### config.mk
export PLATFORM = sky130hd
export DESIGN_NAME = pipe_stage
export DESIGN_NICKNAME = d
export VERILOG_FILES = /design/src/rtl/pipe_stage_pkg.sv /design/src/rtl/pipe_stage.sv
export SDC_FILE = /design/constraint.sdc
export NUM_CORES = 1
export LEC_CHECK = 0
export ABC_AREA = 1
export CORE_MARGIN = 1
export CORE_UTILIZATION = 50
export DETAILED_ROUTE_END_ITERATION = 10
export GPL_TIMING_DRIVEN = 0
export PLACE_DENSITY = 0.89
export SKIP_CTS_REPAIR_TIMING = 1
export SLEW_MARGIN = 15
export SYNTH_ARGS = -nofsm -noshare
export SYNTH_HDL_FRONTEND = slang
export SYNTH_SLANG_ARGS = --single-unit
### constraint.sdc
create_clock -name clk -period 1.6 [get_ports clk]
set_input_delay 0.4 -clock clk [delete_from_list [all_inputs] [get_ports clk]]
set_output_delay 0.4 -clock clk [all_outputs]
set_load 0.01 [all_outputs]
### src/rtl/pipe_stage_pkg.sv
// Shared definitions for the elastic pipeline stage register.
package pipe_stage_pkg;

  // Selectors for the SKID parameter of pipe_stage.
  localparam int unsigned PIPE_SKID_OFF = 0;
  localparam int unsigned PIPE_SKID_ON  = 1;

  // Number of slots currently holding a payload.
  typedef enum logic [1:0] {
    OCC_EMPTY = 2'd0,
    OCC_ONE   = 2'd1,
    OCC_TWO   = 2'd2
  } occ_e;

endpackage

### src/rtl/pipe_stage.sv
// Elastic pipeline stage register with valid/ready handshake, pause and flush.
// SKID=0: one slot, combinational in_ready. SKID=1: two slots, registered in_ready.
module pipe_stage
  import pipe_stage_pkg::*;
#(
  parameter int unsigned       WIDTH      = 32,
  parameter logic [WIDTH-1:0]  FLUSH_DATA = '0,
  parameter int unsigned       SKID       = PIPE_SKID_ON
) (
  input  logic             clk,
  input  logic             rst_n,
  input  logic             flush,
  input  logic             pause,
  input  logic             in_valid,
  output logic             in_ready,
  input  logic [WIDTH-1:0] in_data,
  output logic             out_valid,
  input  logic             out_ready,
  output logic [WIDTH-1:0] out_data,
  output logic [1:0]       occupancy
);

  occ_e             occ_q;
  occ_e             occ_d;
  logic [WIDTH-1:0] head_q;
  logic [WIDTH-1:0] skid_data;
  logic             accept;
  logic             rel;

  assign out_valid = (occ_q != OCC_EMPTY) && !pause && !flush;
  assign accept    = in_valid && in_ready;
  assign rel       = out_valid && out_ready;
  assign out_data  = head_q;
  assign occupancy = occ_q;

  // Occupancy register.
  always_ff @(posedge clk or negedge rst_n) begin
    if (!rst_n) occ_q <= OCC_EMPTY;
    else        occ_q <= occ_d;
  end

  // Occupancy next state: flush beats pause beats handshakes.
  always_comb begin
    occ_d = occ_q;
    if (flush) begin
      occ_d = OCC_EMPTY;
    end else if (pause) begin
      occ_d = occ_q;
    end else if (accept && !rel) begin
      occ_d = (occ_q == OCC_EMPTY) ? OCC_ONE : OCC_TWO;
    end else if (rel && !accept) begin
      occ_d = (occ_q == OCC_TWO) ? OCC_ONE : OCC_EMPTY;
    end
  end

  // Head slot: loads on accept into an empty stage or on pass-through,
  // otherwise advances from the skid slot when the head is released.
  always_ff @(posedge clk or negedge rst_n) begin
    if (!rst_n) begin
      head_q <= FLUSH_DATA;
    end else if (flush) begin
      head_q <= FLUSH_DATA;
    end else if (!pause) begin
      if (accept && (rel || occ_q == OCC_EMPTY)) head_q <= in_data;
      else if (rel)                              head_q <= skid_data;
    end
  end

  generate
    if (SKID == PIPE_SKID_ON) begin : g_skid
      logic [WIDTH-1:0] skid_q;

      // in_ready depends only on registered occupancy, pause and flush.
      assign in_ready  = (occ_q != OCC_TWO) && !pause && !flush;
      assign skid_data = skid_q;

      // Skid slot: catches a payload arriving while head is stalled.
      always_ff @(posedge clk or negedge rst_n) begin
        if (!rst_n) begin
          skid_q <= FLUSH_DATA;
        end else if (flush) begin
          skid_q <= FLUSH_DATA;
        end else if (!pause) begin
          if (accept && !rel && occ_q != OCC_EMPTY) skid_q <= in_data;
          else if (rel && !accept)                  skid_q <= FLUSH_DATA;
        end
      end
    end else begin : g_noskid
      // Without a skid slot the head refills straight from in_data, so a
      // released head falls back to FLUSH_DATA when nothing replaces it.
      assign in_ready  = ((occ_q == OCC_EMPTY) || out_ready) && !pause && !flush;
      assign skid_data = FLUSH_DATA;
    end
  endgenerate

endmodule

==> results.txt <==
Status - finished, violations left
Failing checks - setup timing
Cell internal pwr - 2550 uW
First drt pass iteration count - 5
Register share of total power - 49.6%
Root Buffer - clkbuf_8
Peak supply drop - 0.543 mV
Share of total power in combinational logic - 14.3%
Synthesized area - 3130 um^2
Area Overhead vs Synth - 40.9%
Via count - 3125
Vias per cell - 5.32
Clock Skews - 0.00672 ns
Power density cells - 787 nW/um^2
CTS H-tree depth - 3
Setup violations, final - 2
Die Area - 6570 um^2
Core Region - 5990 um^2
CP Data Arrival Time - 1.24 ns
Share of post-route cells with drive strength above 1 - 12.5%
Clock latency on the worst-skew pair - 0.35 ns
Crit path launch type - register
Floorplan row count - 28
Fmax achieved - 610 MHz
Net Sw Frac - 26.5%
N_diodes - 0
Register Area - 1650 um^2
Cts bufs inserted - 9
Net Switching - 920 uW
Sinks on the clock net - 66
Input/output buffers - 73
DRT iter0 DRCs - 192
Die H - 81.1 um
Setup crit end kind - primary output
Leak pwr - 0.00303 uW
DRC Markers - 0
Min Tclk post-route - 1.64 ns
Vias in the first global route - 2866
Crit share post-route - 103%
Final GP Congestion - 0.829
Clock slew seen by the registers of the worst setup and hold paths - 0.08 ns
Total Routed Length - 8410 um
First-pass GRT wire length - 13100 um
# IOs - 74
Total track usage - 26.7%
WL/cell - 14.3 um
Die Wd - 81.1 um
RSZ-0062 raised after global routing - true
Final core utilization - 73.5%
Crit-path max FO - 4
Commonest non-fill, non-tap cell in the layout - nand2_1
Grt ovf - 0
Kind of critical path - reg -> out
Cell Count, Final, Fillers Out - 587
Placed Cells - 561
Multi-input gate area - 1350 um^2
Fin. max-slew vios - 0
Worst slew pin tran - 0.444 ns
Slew HR - 70.4%
Tot Pwr - 3470 uW
Min setup slack post-route - -0.0405 ns
Unique cell type count in the Yosys netlist - 18
Required time of the critical path - 1.20 ns
Syn nets - 450
Antenna violations before repair - 0
Initial Util - 52.2%
CTS Buffer Depth - 2
Routed Antenna Nets - 0
Ys Warns - 0
Sequential-to-total area share from yosys stat - 52.8%
CTS tree - built
HPWL Detailed - 5510 um
Clock power share - 36.1%
Final hold vios - 0
Synth Register Bits - 66
Reg2Reg Setup Slack - 0.05 ns
Max-Cap Viols - 0
Pin count of the biggest net entering global routing - 48
Hold Path Class - in -> async
Syn Inst Count - 412
Most frequent cells in the layout - nand2_1, nand3_1, dfrtp_1
Nets@finish - 546
Fillers - 439
Syn_area_per_cell - 7.59 um^2
final cells by class:
type,instances,area share (%)
buffer,24,3.46
clock buffer,12,3.52
clock inverter,3,0.341
inverter,8,0.795
multi-input combinational,314,30.6
sequential,66,37.5
tap,75,2.13
timing repair buffer,85,21.7
through the flow:
| stage | hold WS, ns | setup TNS [ns] | area (um^2) | setup WS [ns] |
|---|---|---|---|---|
| 5_1_grt | 0.494 | -0.353 | 4410 | -0.0966 |
| 4_1_cts | -0.0672 | -12.23 | 4150 | -0.584 |
| 3_5_place_dp | 0.302 | -32.92 | 3980 | -0.581 |
| 3_3_place_gp | 0.462 | -159.79 | 3950 | -1.98 |
| 2_1_floorplan | 0.104 | 0 | 3130 | 0.232 |
| 6_report | 0.469 | -0.0536 | 4410 | -0.0405 |
registers in the layout (all words and copies together) (netlist names):
name,cells
occupancy,2
g_skid.skid_q,32
out_data,32
power groups by stage:
stage	combinational, uW	clock (uW)	sequential [uW]
final	496	1250	1720
after global routing	539	1340	1720
after CTS	452	1260	1720
after detailed placement	448	0	1750
after global placement	431	0	1750
after floorplan	190	0	1760
worst max-delay path, stage by stage (launching register included):
cell	delay, ns
dfrtp_1	0.43
inv_2	0.09
nand2_2	0.08
nand2_1	0.08
inv_1	0.04
dlymetal6s2s_1	0.17
layer usage:
| metal | routed length [um] | track usage, % | up-vias |
|---|---|---|---|
| met4 | 151 | 9.11 | 0 |
| met5 | 0 | 0 | - |
| met3 | 562 | 6.63 | 16 |
| met2 | 4110 | 44.5 | 138 |
| met1 | 3590 | 33.9 | 1489 |
| li1 | - | - | 1482 |
final timing paths:
path                              startpoint                 to  cells after the start
worst max-delay path            occupancy[0]           in_ready                      5
worst min-delay path                   rst_n        out_data[3]                      2
worst max register to register  occupancy[0]       out_data[30]                     10
worst min register to register  out_data[10]       out_data[10]                      2
max in group asynchronous              rst_n  g_skid.skid_q[24]                      3
min in group clk                out_data[10]       out_data[10]                      2
kinds of logic after synthesis:
| family | after synthesis | synth area share, % |
|---|---|---|
| simple gates | 309 | 40.5 |
| buf+inv | 32 | 5.20 |
| compound gates | 5 | 1.52 |
| flops | 66 | 52.8 |
cells in the mapped netlist, drive strengths merged:
master	number	area (um^2)
clkinv	1	5.00
nor2	5	31.3
o21ai	2	10.0
nand2	236	888
a21oi	3	37.5
dfrtp	66	1650
nand3	68	345
buf	18	109
inv	7	26.3
clkbuf	6	22.5
Power figures use the tool's default switching activity.
